## src/rtl/dll_pkg.sv

```systemverilog
// Shared constants and enumerations for the DLL receive demultiplexer.
package dll_pkg;
  localparam int TLP_OVH  = 6;
  localparam int DLLP_LEN = 6;

  typedef enum logic {PKT_DLLP = 1'b0, PKT_TLP = 1'b1} pkt_type_t;

  typedef enum logic [1:0] {ST_IDLE, ST_IN_TLP, ST_DROP} rx_dmx_st_t;
endpackage

```

## src/rtl/dll_rx_demux_pipe_if.sv

```systemverilog
// Beat-stream bundle for the DLL RX demux: framed input plus TLP and DLLP output streams.
interface dll_rx_demux_pipe_if #(
  parameter int DATA_W = 128,
  parameter int DLLP_W = 64,
  parameter int LEN_W  = 6
);
  logic [DATA_W-1:0] in_data;
  logic              in_vld;
  logic              in_rdy;
  logic              in_type;
  logic [LEN_W-1:0]  in_len;
  logic              in_end;

  logic [DATA_W-1:0] tlp_data;
  logic              tlp_vld;
  logic              tlp_rdy;
  logic [LEN_W-1:0]  tlp_len;
  logic              tlp_end;

  logic [DLLP_W-1:0] dllp_data;
  logic              dllp_vld;
  logic              dllp_rdy;
  logic [LEN_W-1:0]  dllp_len;

  // Environment side: produces the framed stream and consumes both output streams.
  modport master (
    output in_data, in_vld, in_type, in_len, in_end, tlp_rdy, dllp_rdy,
    input  in_rdy, tlp_data, tlp_vld, tlp_len, tlp_end, dllp_data, dllp_vld, dllp_len
  );

  modport slave (
    input  in_data, in_vld, in_type, in_len, in_end, tlp_rdy, dllp_rdy,
    output in_rdy, tlp_data, tlp_vld, tlp_len, tlp_end, dllp_data, dllp_vld, dllp_len
  );
endinterface

```

## src/rtl/dll_skid_buf.sv

```systemverilog
// Two-entry valid/ready skid buffer: registered output, registered push_rdy, full throughput.
module dll_skid_buf #(
  parameter int W = 8
) (
  input  logic         clk,
  input  logic         rst,
  input  logic         push,
  input  logic [W-1:0] push_data,
  output logic         push_rdy,
  output logic         pop_vld,
  output logic [W-1:0] pop_data,
  input  logic         pop_rdy
);
  logic         out_vld_p1;
  logic         skid_vld_p1;
  logic         rdy_p1;
  logic [W-1:0] out_data_p1;
  logic [W-1:0] skid_data_p1;
  logic         acc_p0;
  logic         load_out_p0;

  assign acc_p0      = push & rdy_p1;
  assign load_out_p0 = ~out_vld_p1 | pop_rdy;

  // Output register refills from the skid entry first; ready only when the skid entry is free.
  always_ff @(posedge clk) begin
    if (rst) begin
      out_vld_p1  <= 1'b0;
      skid_vld_p1 <= 1'b0;
      rdy_p1      <= 1'b0;
    end else if (load_out_p0) begin
      out_vld_p1  <= skid_vld_p1 | acc_p0;
      skid_vld_p1 <= 1'b0;
      rdy_p1      <= 1'b1;
    end else begin
      if (acc_p0) skid_vld_p1 <= 1'b1;
      rdy_p1 <= ~(skid_vld_p1 | acc_p0);
    end
  end

  always_ff @(posedge clk) begin
    if (load_out_p0) out_data_p1 <= skid_vld_p1 ? skid_data_p1 : push_data;
    if (!load_out_p0 && acc_p0) skid_data_p1 <= push_data;
  end

  assign push_rdy = rdy_p1;
  assign pop_vld  = out_vld_p1;
  assign pop_data = out_data_p1;
endmodule

```

## src/rtl/dll_rx_demux_pipe.sv

```systemverilog
// DLL receive demux: splits framed beats into TLP and DLLP streams, drops malformed packets, keeps stats.
module dll_rx_demux_pipe #(
  parameter int DATA_W   = 128,
  parameter int DLLP_W   = 64,
  parameter int LEN_W    = 6,
  parameter int TLP_OVH  = dll_pkg::TLP_OVH,
  parameter int DLLP_LEN = dll_pkg::DLLP_LEN,
  parameter int CNT_W    = 16
) (
  input  logic                 clk,
  input  logic                 rst,
  dll_rx_demux_pipe_if.slave   bus,
  output logic                 err_short,
  output logic                 err_interleave,
  output logic [CNT_W-1:0]     tlp_cnt,
  output logic [CNT_W-1:0]     dllp_cnt,
  output logic [CNT_W-1:0]     drop_cnt
);
  import dll_pkg::*;

  localparam int               TW         = DATA_W + LEN_W + 1;
  localparam logic [LEN_W-1:0] OVH_L      = LEN_W'(TLP_OVH);
  localparam logic [LEN_W-1:0] DLLP_LEN_L = LEN_W'(DLLP_LEN);

  function automatic logic [CNT_W-1:0] sat_inc(input logic [CNT_W-1:0] c, input logic en);
    return (en && (c != '1)) ? c + CNT_W'(1) : c;
  endfunction

  rx_dmx_st_t       st_p0;
  rx_dmx_st_t       st_nxt_p0;
  logic [LEN_W-1:0] len_p0;
  logic [LEN_W-1:0] tlp_len_sel_p0;
  logic             tlp_buf_rdy;
  logic             dllp_buf_rdy;
  logic             acc_p0;
  logic             is_tlp_p0;
  logic             is_short_p0;
  logic             tlp_push_p0;
  logic             dllp_push_p0;
  logic             len_ld_p0;
  logic             inc_tlp_p0;
  logic             inc_dllp_p0;
  logic             inc_drop_p0;
  logic             ev_short_p0;
  logic             ev_il_p0;

  logic             tlp_vld_p1;
  logic [TW-1:0]    tlp_word_p1;
  logic             dllp_vld_p1;
  logic [DLLP_W-1:0] dllp_word_p1;

  assign bus.in_rdy  = tlp_buf_rdy & dllp_buf_rdy;
  assign acc_p0      = bus.in_vld & bus.in_rdy;
  assign is_tlp_p0   = pkt_type_t'(bus.in_type) == PKT_TLP;
  assign is_short_p0 = bus.in_len <= OVH_L;

  always_comb begin
    st_nxt_p0      = st_p0;
    tlp_push_p0    = 1'b0;
    dllp_push_p0   = 1'b0;
    len_ld_p0      = 1'b0;
    tlp_len_sel_p0 = len_p0;
    inc_tlp_p0     = 1'b0;
    inc_dllp_p0    = 1'b0;
    inc_drop_p0    = 1'b0;
    ev_short_p0    = 1'b0;
    ev_il_p0       = 1'b0;
    if (acc_p0) begin
      case (st_p0)
        ST_IDLE: begin
          if (!is_tlp_p0) begin
            dllp_push_p0 = 1'b1;
            inc_dllp_p0  = 1'b1;
          end else if (is_short_p0) begin
            ev_short_p0 = 1'b1;
            if (bus.in_end) inc_drop_p0 = 1'b1;
            else            st_nxt_p0   = ST_DROP;
          end else begin
            tlp_push_p0    = 1'b1;
            len_ld_p0      = 1'b1;
            tlp_len_sel_p0 = bus.in_len - OVH_L;
            if (bus.in_end) inc_tlp_p0 = 1'b1;
            else            st_nxt_p0  = ST_IN_TLP;
          end
        end
        ST_IN_TLP: begin
          if (is_tlp_p0) begin
            tlp_push_p0 = 1'b1;
            if (bus.in_end) begin
              inc_tlp_p0 = 1'b1;
              st_nxt_p0  = ST_IDLE;
            end
          end else begin
            ev_il_p0    = 1'b1;
            inc_drop_p0 = 1'b1;
          end
        end
        ST_DROP: begin
          // DLLPs seen while discarding a short TLP vanish without being counted.
          if (is_tlp_p0 && bus.in_end) begin
            inc_drop_p0 = 1'b1;
            st_nxt_p0   = ST_IDLE;
          end
        end
        default: st_nxt_p0 = ST_IDLE;
      endcase
    end
  end

  always_ff @(posedge clk) begin
    if (rst) begin
      st_p0          <= ST_IDLE;
      err_short      <= 1'b0;
      err_interleave <= 1'b0;
      tlp_cnt        <= '0;
      dllp_cnt       <= '0;
      drop_cnt       <= '0;
    end else begin
      st_p0          <= st_nxt_p0;
      err_short      <= ev_short_p0;
      err_interleave <= ev_il_p0;
      tlp_cnt        <= sat_inc(tlp_cnt, inc_tlp_p0);
      dllp_cnt       <= sat_inc(dllp_cnt, inc_dllp_p0);
      drop_cnt       <= sat_inc(drop_cnt, inc_drop_p0);
    end
  end

  always_ff @(posedge clk) begin
    if (len_ld_p0) len_p0 <= tlp_len_sel_p0;
  end

  // Output stage: skid buffers isolate consumer ready from in_rdy.
  dll_skid_buf #(.W(TW)) u_tlp_buf (
    .clk       (clk),
    .rst       (rst),
    .push      (tlp_push_p0),
    .push_data ({tlp_len_sel_p0, bus.in_end, bus.in_data}),
    .push_rdy  (tlp_buf_rdy),
    .pop_vld   (tlp_vld_p1),
    .pop_data  (tlp_word_p1),
    .pop_rdy   (bus.tlp_rdy)
  );

  dll_skid_buf #(.W(DLLP_W)) u_dllp_buf (
    .clk       (clk),
    .rst       (rst),
    .push      (dllp_push_p0),
    .push_data (bus.in_data[DATA_W-1 -: DLLP_W]),
    .push_rdy  (dllp_buf_rdy),
    .pop_vld   (dllp_vld_p1),
    .pop_data  (dllp_word_p1),
    .pop_rdy   (bus.dllp_rdy)
  );

  // Data registers are not reset, so side-band fields are masked with valid to read zero when idle.
  assign bus.tlp_vld   = tlp_vld_p1;
  assign bus.tlp_data  = tlp_vld_p1 ? tlp_word_p1[DATA_W-1:0] : '0;
  assign bus.tlp_end   = tlp_vld_p1 & tlp_word_p1[DATA_W];
  assign bus.tlp_len   = tlp_vld_p1 ? tlp_word_p1[TW-1 -: LEN_W] : '0;
  assign bus.dllp_vld  = dllp_vld_p1;
  assign bus.dllp_data = dllp_vld_p1 ? dllp_word_p1 : '0;
  assign bus.dllp_len  = dllp_vld_p1 ? DLLP_LEN_L : '0;
endmodule

```

## src/flat_wrapper.sv

```systemverilog
// flat-port wrapper written by rule: the top's interface ports become plain ports
module dll_rx_demux_pipe_flat import dll_pkg::*;
#(
  parameter int DATA_W   = 128,
  parameter int DLLP_W   = 64,
  parameter int LEN_W    = 6,
  parameter int TLP_OVH  = dll_pkg::TLP_OVH,
  parameter int DLLP_LEN = dll_pkg::DLLP_LEN,
  parameter int CNT_W    = 16
)
  (clk, rst, err_short, err_interleave, tlp_cnt, dllp_cnt, drop_cnt, bus_in_data, bus_in_vld, bus_in_type, bus_in_len, bus_in_end, bus_tlp_rdy, bus_dllp_rdy, bus_in_rdy, bus_tlp_data, bus_tlp_vld, bus_tlp_len, bus_tlp_end, bus_dllp_data, bus_dllp_vld, bus_dllp_len);
  dll_rx_demux_pipe_if #(.DATA_W(DATA_W), .DLLP_W(DLLP_W), .LEN_W(LEN_W)) bus_i ();
  input  logic clk;
  input  logic rst;
  output logic err_short;
  output logic err_interleave;
  output logic [CNT_W-1:0] tlp_cnt;
  output logic [CNT_W-1:0] dllp_cnt;
  output logic [CNT_W-1:0] drop_cnt;
  input wire logic [$bits(bus_i.in_data)-1:0] bus_in_data;
  input wire logic [$bits(bus_i.in_vld)-1:0] bus_in_vld;
  input wire logic [$bits(bus_i.in_type)-1:0] bus_in_type;
  input wire logic [$bits(bus_i.in_len)-1:0] bus_in_len;
  input wire logic [$bits(bus_i.in_end)-1:0] bus_in_end;
  input wire logic [$bits(bus_i.tlp_rdy)-1:0] bus_tlp_rdy;
  input wire logic [$bits(bus_i.dllp_rdy)-1:0] bus_dllp_rdy;
  output wire logic [$bits(bus_i.in_rdy)-1:0] bus_in_rdy;
  output wire logic [$bits(bus_i.tlp_data)-1:0] bus_tlp_data;
  output wire logic [$bits(bus_i.tlp_vld)-1:0] bus_tlp_vld;
  output wire logic [$bits(bus_i.tlp_len)-1:0] bus_tlp_len;
  output wire logic [$bits(bus_i.tlp_end)-1:0] bus_tlp_end;
  output wire logic [$bits(bus_i.dllp_data)-1:0] bus_dllp_data;
  output wire logic [$bits(bus_i.dllp_vld)-1:0] bus_dllp_vld;
  output wire logic [$bits(bus_i.dllp_len)-1:0] bus_dllp_len;
  assign bus_i.in_data = bus_in_data;
  assign bus_i.in_vld = bus_in_vld;
  assign bus_i.in_type = bus_in_type;
  assign bus_i.in_len = bus_in_len;
  assign bus_i.in_end = bus_in_end;
  assign bus_i.tlp_rdy = bus_tlp_rdy;
  assign bus_i.dllp_rdy = bus_dllp_rdy;
  assign bus_in_rdy = bus_i.in_rdy;
  assign bus_tlp_data = bus_i.tlp_data;
  assign bus_tlp_vld = bus_i.tlp_vld;
  assign bus_tlp_len = bus_i.tlp_len;
  assign bus_tlp_end = bus_i.tlp_end;
  assign bus_dllp_data = bus_i.dllp_data;
  assign bus_dllp_vld = bus_i.dllp_vld;
  assign bus_dllp_len = bus_i.dllp_len;
  dll_rx_demux_pipe #(.DATA_W(DATA_W), .DLLP_W(DLLP_W), .LEN_W(LEN_W), .TLP_OVH(TLP_OVH), .DLLP_LEN(DLLP_LEN), .CNT_W(CNT_W)) u_core (.clk(clk), .rst(rst), .bus(bus_i), .err_short(err_short), .err_interleave(err_interleave), .tlp_cnt(tlp_cnt), .dllp_cnt(dllp_cnt), .drop_cnt(drop_cnt));
endmodule
```

## config.mk

```make
export PLATFORM = sky130hd
export DESIGN_NAME = dll_rx_demux_pipe_flat
export DESIGN_NICKNAME = d
export VERILOG_FILES = /design/src/rtl/dll_pkg.sv /design/src/rtl/dll_rx_demux_pipe_if.sv /design/src/rtl/dll_skid_buf.sv /design/src/rtl/dll_rx_demux_pipe.sv /design/src/flat_wrapper.sv
export SDC_FILE = /design/constraint.sdc
export NUM_CORES = 1
export LEC_CHECK = 0
export ABC_AREA = 1
export CORE_ASPECT_RATIO = 1.75
export CORE_MARGIN = 3
export CORE_UTILIZATION = 30
export DETAILED_ROUTE_END_ITERATION = 6
export GPL_TIMING_DRIVEN = 0
export PLACE_DENSITY = 0.49
export SLEW_MARGIN = 10
export SYNTH_ARGS = -nofsm -noshare
export SYNTH_HDL_FRONTEND = slang
export SYNTH_HIERARCHICAL = 1
export SYNTH_SLANG_ARGS = --single-unit
```

## constraint.sdc

```tcl
create_clock -name clk -period 17.1 [get_ports clk]
set_input_delay 4.275 -clock clk [delete_from_list [all_inputs] [get_ports clk]]
set_output_delay 4.275 -clock clk [all_outputs]
set_load 0.005 [all_outputs]
```

==> results_dict.tcl, run 1 <==
set metrics [dict create \
    grt_pass1_vias 14695 \
    layout.nets 2579 \
    routed_via_density 4.306 \
    dieArea_sq_mm 0.06918 \
    fin_crit_sh_pct 44.54 \
    cap_violations 0 \
    io_buffers 394 \
    slew_viol_final 0 \
    initial_core_util_pct 30.53 \
    via_count 14429 \
    wirelength_microns 57950 \
    clock-sinks 462 \
    irDropWorstVdd_uv 79.37 \
    seq_area_frac_synth_pct 67.20 \
    min_path_type "reg2reg" \
    worstSetupPathType "reg2out" \
    area_growth_pct 33.78 \
    final_cells 3351 \
    leakage_nw 11.41 \
    rr_worst_depth 8 \
    post_cts_buffers 0 \
    rsz0062_at_grt "false" \
    finalSetupTns_ps 0 \
    cts_tree "yes" \
    drt_iter0_markers 754 \
    period_needed_ps 7617 \
    synth_edf_count 404 \
    crit_fanout 10 \
    die_x_microns 200.1 \
    grt_max_degree 77 \
    grt_use_total_pct 16.28 \
    htreeDepth 2 \
    cts_buffers 44 \
    final_common_cell "nand2_1" \
    cts-resized-gates 0 \
    outcome "completed" \
    placed_cells 3263 \
    io_pins 399 \
    crit_required_ps 12820 \
    antenna_found_initial 8 \
    hold_buffers 0 \
    synthDistinctLibCells 39 \
    min-delay-start "u_core/tlp_cnt[12]" \
    setup_viol 0 \
    drc_errors 0 \
    layout_common_cells "nand2_1, edfxtp_1, clkdlybuf4s50_1" \
    clkTransAtPathRegs_ps 60 \
    hold_viol_final 0 \
    rr_endpoint "u_core/u_tlp_buf/skid_data_p1[68]" \
    syn_inst 1982 \
    clockRootBuffer "clkbuf_16" \
    yosys_warnings 6 \
    arrival_ps 3340 \
    power.density_mw_per_mm2 87.36 \
    holdPathStages 2 \
    yosys_most_used_dff "edfxtp_1" \
    synth-seq-cells 462 \
    num_rows 123 \
    avgSynthCellArea_sq_um 9.981 \
    fmaxAchievable_ghz 0.1313 \
    design.core.area_sq_mm 0.06479 \
    fin_area_sq_mm 0.02646 \
    globalRouteOverflowTotal 0 \
    fin_util_pct 40.85 \
    gp_congestion 0.8478 \
    cts.path.max_buffers 3 \
    rrSetupSlack_ps 13920 \
    async_flop_share_pct 0 \
    clock_skew_ps 12.17 \
    wire_per_inst_microns 17.29 \
    ant_nets 0 \
    placed_area_sq_mm 0.02507 \
    r2r_start "u_core/u_tlp_buf/pop_vld" \
    hpwl_microns 42070 \
    die_height_microns 345.7 \
    worst_skew_pair.late_latency_ps 560 \
    grt_pass1_wl_microns 87310 \
    holdPathEnd "u_core/tlp_cnt[12]" \
    critical_path.endpoint_type "output pin" \
    worst_slew_pin_slew_ps 937.3 \
    drt_pass1_iterations 5 \
    critPathLaunchType "flip-flop" \
    drive_gt1_share_pct 6.688 \
    synth.cell_area_sq_mm 0.01978 \
    maxSlewHeadroom_pct 37.51 \
]
[layout make-up]
cell class | count | area, sq um
antenna | 9 | 22.52
buffer | 84 | 521.8
clock buffer | 57 | 1192
clock inverter | 22 | 182.7
fill | 6366 | 38330
inverter | 244 | 928.4
multi-input combinational | 1195 | 5075
sequential | 462 | 13290
tap | 875 | 1095
timing repair buffer | 403 | 4154
[state kept, by name (all words and copies together), names as in the netlist]
| register | count |
|---|---|
| u_core/dllp_cnt | 16 |
| u_core/drop_cnt | 16 |
| u_core/err_interleave | 1 |
| u_core/err_short | 1 |
| u_core/len_p0 | 6 |
| u_core/st_p0 | 2 |
| u_core/tlp_cnt | 16 |
| u_core/u_dllp_buf/pop_data | 64 |
| u_core/u_dllp_buf/pop_vld | 1 |
| u_core/u_dllp_buf/push_rdy | 1 |
| u_core/u_dllp_buf/skid_data_p1 | 64 |
| u_core/u_dllp_buf/skid_vld_p1 | 1 |
| u_core/u_tlp_buf/pop_data | 135 |
| u_core/u_tlp_buf/pop_vld | 1 |
| u_core/u_tlp_buf/push_rdy | 1 |
| u_core/u_tlp_buf/skid_data_p1 | 135 |
| u_core/u_tlp_buf/skid_vld_p1 | 1 |
[report_power, final]
part           switching [W]  internal [W]   total, W
registers         0.00000811       0.00125    0.00126
clock network       0.000419      0.000536   0.000956
logic              0.0000465     0.0000495  0.0000960
[worst max-delay path: stages (launching register included)]
cell and delay (ps):
dfxtp_1 350, clkbuf_1 610, clkbuf_1 680, clkbuf_1 420
nand2_1 110, inv_1 80, clkdlybuf4s50_1 520
[routing by layer]
metal  track usage (%)  vias up  wire (microns)
met4             5.898        0            1973
met2             30.23      424           30020
li1                  -     7182               -
met1             17.76     6732           22100
met3             4.228       91            3855
met5                 0        -               0
[per-stage QoR]
| step | total power (W) | worst slack (ps) | hold slack (ps) |
|---|---|---|---|
| floorplan | 0.001316 | 3464 | 480.0 |
| global placement | 0.001380 | -8534 | 488.6 |
| detailed placement | 0.001382 | 9565 | 492.0 |
| CTS | 0.002355 | 9231 | 505.1 |
| global route | 0.002403 | 9107 | 528.4 |
| finish | 0.002312 | 9483 | 498.0 |
[worst max path at each step]
stage                        startpoint                            endpoint  cells after the start
3_5_place_dp                bus_tlp_rdy   u_core/u_tlp_buf/skid_data_p1[72]                      8
4_1_cts        u_core/u_tlp_buf/pop_vld                   bus_tlp_data[123]                      6
5_1_grt        u_core/u_tlp_buf/pop_vld                      bus_tlp_len[4]                      6
6_report       u_core/u_tlp_buf/pop_vld                   bus_tlp_data[123]                      6
2_1_floorplan               bus_tlp_rdy    u_core/u_tlp_buf/skid_data_p1[0]                      3
3_3_place_gp                bus_tlp_rdy  u_core/u_tlp_buf/skid_data_p1[116]                      4
[synthesized netlist by cell type (12+ instances only)]
master / instances / share of area, %
nand2_1: 937 / 18
edfxtp_1: 404 / 61
inv_1: 239 / 4.5
dfxtp_1: 58 / 5.9
nor2_1: 58 / 1.1
a21oi_1: 42 / 1.1
nand3_1: 37 / 0.94
clkbuf_1: 25 / 0.47
buf_2: 24 / 0.61
xor2_1: 20 / 0.89
buf_4: 18 / 0.68
o21ai_0: 14 / 0.35
nor3_1: 13 / 0.33
nand4_1: 12 / 0.38
[cells by family (layout without fill, tap and decap cells)]
logic type,count (synthesis),count (layout),synth area share [%]
adders and majority gates,4,4,0.2530
other,1,13,0.01896
AOI/OAI and AO/OA,68,68,1.910
muxes,1,1,0.05692
and+or+nand+nor,1087,1087,21.91
xor gates and xnor gates,31,31,1.373
buffers and inverters,328,810,7.280
DFF,462,462,67.20
Note: power is estimated with default switching activity, not from simulation.
==> run 2: changes to the inputs <==
- clock period: 17.1 -> 7.34 ns (I/O delays scaled with it)
==> run 2 against run 1 <==
Against the previous run:
- total power up 140%
- largest power group unchanged
- routed wire length is 0.30% lower
- clock skew up 13 ps
==> results_dict.tcl, run 2 (same netlist as run 1, synthesis figures left out) <==
set metrics [dict create \
    wire_per_inst_microns 17.22 \
    layout_common_cells "nand2_1, edfxtp_1, clkdlybuf4s50_1" \
    routed_via_density 4.292 \
    fmaxAchievable_ghz 0.1905 \
    grt_pass1_wl_microns 88570 \
    crit_family "buffers and inverters" \
    cts.path.max_buffers 3 \
    ant_nets 0 \
    min-delay-start "u_core/dllp_cnt[10]" \
    cts_buffers 46 \
    p_sw_share_pct 20.55 \
    leakage_nw 11.46 \
    grt_use_total_pct 16.48 \
    hold_buffers 0 \
    design.core.area_sq_mm 0.06479 \
    rr_worst_depth 7 \
    num_rows 123 \
    die_height_microns 345.7 \
    dieArea_sq_mm 0.06918 \
    worst_skew_pair.late_latency_ps 590 \
    rr_endpoint "u_core/u_tlp_buf/skid_data_p1[76]" \
    arrival_ps 3410 \
    intPower_w 0.004344 \
    layout_setup_ws_ps 2090 \
    drive_gt1_share_pct 6.871 \
    cts-resized-gates 0 \
    whs_ps 505.0 \
    drt_pass1_iterations 5 \
    layout.nets 2584 \
    dp_slack_ps 2449 \
    crit_required_ps 5510 \
    grt_pass1_vias 14850 \
    critPathLaunch "u_core/u_tlp_buf/pop_vld" \
    power_frac_comb_pct 4.1 \
    rsz0062_at_grt "false" \
    clock_skew_ps 24.80 \
    maxSlewHeadroom_pct 29.30 \
    worst_slew_pin_slew_ps 1060 \
    htreeDepth 2 \
    cts_tree "yes" \
    io_buffers 394 \
    fin_crit_sh_pct 71.52 \
    io_pins 399 \
    antenna_found_initial 6 \
    min_path_type "reg2reg" \
    path_cells "clkbuf_1 > clkbuf_1 > clkbuf_1 > nand2_1 > inv_1 > clkdlybuf4s50_1" \
    slowest_delay_ps 680 \
    hpwl_microns 42280 \
    critical_path.endpoint_type "output pin" \
    holdPathStages 2 \
    n_fill_cell 6380 \
    crit_buf_inv 5 \
    clockRootBuffer "clkbuf_16" \
    via_count 14398 \
    rrSetupSlack_ps 4600 \
    multi_input_area_sq_mm 0.005082 \
    seqPwrFrac_pct 53.7 \
    clock-sinks 462 \
    gp_congestion 0.8873 \
    outcome "completed" \
    drc_errors 0 \
    drt_iter0_markers 707 \
    cp_slowest_cell "clkbuf_1" \
    cpMostUsedCell "clkbuf_1" \
    globalRouteOverflowTotal 0 \
    hold_viol_final 0 \
    p_sw_w 0.001123 \
    seq_area_sq_mm 0.01329 \
    wirelength_microns 57770 \
    post_cts_buffers 0 \
    initial_core_util_pct 30.53 \
    holdPathEnd "u_core/dllp_cnt[10]" \
    setup_viol 0 \
    cap_violations 0 \
    final_common_cell "nand2_1" \
    slew_viol_final 0 \
    period_needed_ps 5250 \
    critPathLaunchType "flip-flop" \
    grt_max_degree 37 \
    clock_power_share_pct 42.2 \
    irDropWorstVdd_uv 165.5 \
    die_x_microns 200.1 \
    power.density_mw_per_mm2 205.7 \
    area_growth_pct 34.38 \
    r2r_start "u_core/u_tlp_buf/pop_vld" \
    worstSetupPathType "reg2out" \
    crit_fanout 10 \
    clkTransAtPathRegs_ps 60 \
]
## run 2: cell types whose count changed in the layout (fill, tap and decap cells not counted), sizes merged
cell and delta:
clkbuf +11, buf +3, diode -3, clkinv -7
## run 2: per-stage QoR
step / util [%] / cell area [sq um] / setup TNS, ps / total power [W] / instances
after floorplan: - / 19800 / -438590 / 0.003065 / 1985
after global placement: 38.34 / 24840 / -1392190 / 0.003215 / 3254
after detailed placement: 38.78 / 25120 / 0 / 0.003221 / 3266
after CTS: 41.00 / 26570 / 0 / 0.005566 / 3349
after global routing: 41.02 / 26570 / 0 / 0.005700 / 3352
final: 41.03 / 26580 / 0 / 0.005467 / 3355
## run 2: power groups by stage
stage | sequential (W) | combinational [W] | clock, W
3_3_place_gp | 0.00299 | 0.000223 | 0
6_report | 0.00294 | 0.000225 | 0.00231
2_1_floorplan | 0.00299 | 0.0000777 | 0
5_1_grt | 0.00294 | 0.000252 | 0.00251
3_5_place_dp | 0.00299 | 0.000228 | 0
4_1_cts | 0.00294 | 0.000230 | 0.00240
## run 2: how the worst max path moves through the flow
stage                                        endpoint  cells after the start
floorplan            u_core/u_tlp_buf/skid_data_p1[0]                      3
global placement    u_core/u_tlp_buf/skid_data_p1[78]                      4
detailed placement  u_core/u_tlp_buf/skid_data_p1[78]                     12
CTS                                 bus_tlp_data[125]                      6
global route                        bus_tlp_data[125]                      6
finish                              bus_tlp_data[125]                      6
## run 2: per-layer routing
| layer | vias up | track usage, % | share of wire [%] |
|---|---|---|---|
| li1 | 7179 | - | - |
| met1 | 6727 | 18.65 | 39 |
| met2 | 415 | 30.31 | 52 |
| met3 | 77 | 3.965 | 6.2 |
| met4 | 0 | 5.450 | 2.8 |
| met5 | - | 0 | 0 |
## run 2: area by class of cell
type,instances,area share [%]
Buffer,84,1.963
Inverter,244,3.478
Clock inverter,15,0.6354
Multi-Input combinational cell,1195,19.12
Sequential cell,462,50.01
Clock buffer,68,4.796
Tap cell,875,4.119
Timing Repair Buffer,406,15.82
Antenna cell,6,0.05648
## run 2: worst register-to-register path: stages (launching register included)
cell and delay (ps):
dfxtp_1 350, inv_1 70, nor2_4 160, clkinvlp_4 350, nor2_4 740, buf_12 290
buf_16 210, buf_12 220
==> run 3: changes to the inputs <==
- PLACE_DENSITY: 0.49 -> 0.51
- clock period: 7.34 -> 4.6 ns (I/O delays scaled with it)
==> run 3 against run 2 <==
Against the previous run:
- non-clock buffer count rose by 3
- largest power group unchanged
- clock-buffer cell count fell by 15
- first-iteration DRC count fell by 3.7%
==> results_dict.tcl, run 3 (same netlist as run 1, synthesis figures left out) <==
set metrics [dict create \
    outcome "completed" \
    power.density_mw_per_mm2 333.2 \
    wl_met1_microns 21260 \
    grt_pass1_wl_microns 84810 \
    layout_common_cells "nand2_1, edfxtp_1, clkdlybuf4s50_1" \
    wirelength_microns 55150 \
    wl_met3_microns 3682 \
    hold_viol_final 0 \
    n_fill_cell 6381 \
    irDropWorstVdd_uv 314.7 \
    holdPathStages 2 \
    period_needed_ps 4249 \
    cts_buffers 44 \
    wl_met2_microns 28430 \
    whs_ps 504.2 \
    fin_area_sq_mm 0.02677 \
    worst_skew_pair.late_latency_ps 580 \
    antenna_found_initial 6 \
    initial_core_util_pct 30.53 \
    globalRouteOverflowTotal 0 \
    clock_skew_ps 22.92 \
    cts_tree "yes" \
    maxSlewHeadroom_pct 33.32 \
    hpwl_microns 40820 \
    routed_via_density 4.256 \
    r2r_start "u_core/u_dllp_buf/pop_vld" \
    clock-sinks 462 \
    rr_worst_depth 7 \
    area_growth_pct 35.33 \
    highest_layer "met4" \
    rr_endpoint "u_core/u_dllp_buf/skid_data_p1[14]" \
    drt_iter0_markers 681 \
    arrival_ps 3100 \
    holdPathEnd "u_core/dllp_cnt[13]" \
    htreeDepth 2 \
    rsz0062_at_grt "false" \
    setup_viol 0 \
    finalSetupTns_ps 0 \
    drt_pass1_iterations 5 \
    rrSetupSlack_ps 1810 \
    min-delay-start "u_core/dllp_cnt[13]" \
    critPathLaunchType "flip-flop" \
    critical_path.endpoint_type "output pin" \
    fin_crit_sh_pct 92.36 \
    clkTransAtPathRegs_ps 70 \
    crit_fanout 10 \
    clockRootBuffer "clkbuf_16" \
    leakage_nw 11.55 \
    grt_pass1_vias 14711 \
    die_height_microns 345.7 \
    io_pins 399 \
    drive_gt1_share_pct 7.512 \
    ant_nets 0 \
    via_count 14283 \
    wire_per_inst_microns 16.43 \
    placed_area_sq_mm 0.02521 \
    grt_max_degree 37 \
    drc_errors 0 \
    cts.path.max_buffers 3 \
    cap_violations 0 \
    die_x_microns 200.1 \
    crit_required_ps 3450 \
    design.core.area_sq_mm 0.06479 \
    layout.nets 2585 \
    gp_congestion 0.8567 \
    num_rows 123 \
    fmaxAchievable_ghz 0.2354 \
    io_buffers 394 \
    grt_use_total_pct 15.60 \
    slew_viol_final 0 \
    hold_buffers 0 \
    worstSetupPathType "reg2out" \
    min_path_type "reg2reg" \
    final_common_cell "nand2_1" \
    worst_slew_pin_slew_ps 1000 \
    dieArea_sq_mm 0.06918 \
]
==> run 3: cell types whose count changed in the layout (fill, tap and decap cells not counted), moves of 2 or more <==
cell	previous run	this run
clkinv_2	3	8
clkbuf_1	44	30
bufinv_16	3	8
clkinvlp_4	1	5
clkinv_4	0	2
clkbuf_8	3	1
buf_16	3	7
clkbuf_2	0	2
==> run 3: worst max-delay path, stage by stage, from the launching register on <==
cell and delay [ps]:
dfxtp_1 480, clkbuf_1 780, buf_1 460, nand2_1 190, inv_1 90, clkdlybuf4s50_1 500
==> run 3: area by class of cell <==
type | instances | area (sq um) | share of cell area [%]
well taps | 875 | 1095 | 4.090
inverters | 244 | 925.9 | 3.459
plain buffers | 84 | 524.3 | 1.958
multi-input cells | 1195 | 5082 | 18.98
flip-flops and latches | 462 | 13290 | 49.65
repair buffers | 409 | 4297 | 16.05
clock buffers | 53 | 1177 | 4.398
diodes | 5 | 12.51 | 0.04674
clock inverters | 29 | 364.1 | 1.360
==> run 3: worst max-delay path by stage <==
stage | depth (start not counted) | from | slack (ps) | to
after floorplan | 3 | bus_tlp_rdy | -5300 | u_core/u_tlp_buf/skid_data_p1[0]
after global placement | 4 | bus_tlp_rdy | -11120 | u_core/u_tlp_buf/skid_data_p1[78]
after detailed placement | 6 | u_core/u_tlp_buf/pop_vld | 420 | bus_tlp_data[123]
after CTS | 6 | u_core/u_tlp_buf/pop_vld | 40 | bus_tlp_data[123]
after global routing | 5 | u_core/u_dllp_buf/pop_vld | 60 | bus_dllp_data[5]
final | 5 | u_core/u_dllp_buf/pop_vld | 350 | bus_dllp_data[5]
==> run 3: metal layers <==
metal	vias to the layer above	global-route usage, %
li1	7186	-
met3	84	4.059
met2	418	28.61
met1	6595	17.26
met4	0	5.768
met5	-	0
==> run 3: power breakdown <==
group / internal, W / total [W] / switching [W]
registers: 0.00465 / 0.00468 / 0.0000303
logic: 0.000185 / 0.000358 / 0.000173
clock network: 0.00228 / 0.00388 / 0.00160
==> run 3: metrics by stage <==
step	power, W	setup WS [ps]	std cells	util [%]
final	0.008921	351.5	3356	41.32
after global routing	0.009270	61.48	3354	41.31
after CTS	0.009067	36.44	3351	41.30
after detailed placement	0.005139	423.8	3269	38.92
after global placement	0.005127	-11120	3254	38.36
after floorplan	0.004891	-5304	1985	-
==> run 3: what timing repair did <==
action,in CTS,in global routing
buffers inserted,0,0
gates resized for setup,1,2
endpoints found under the setup margin,38,6
pin swaps,0,0
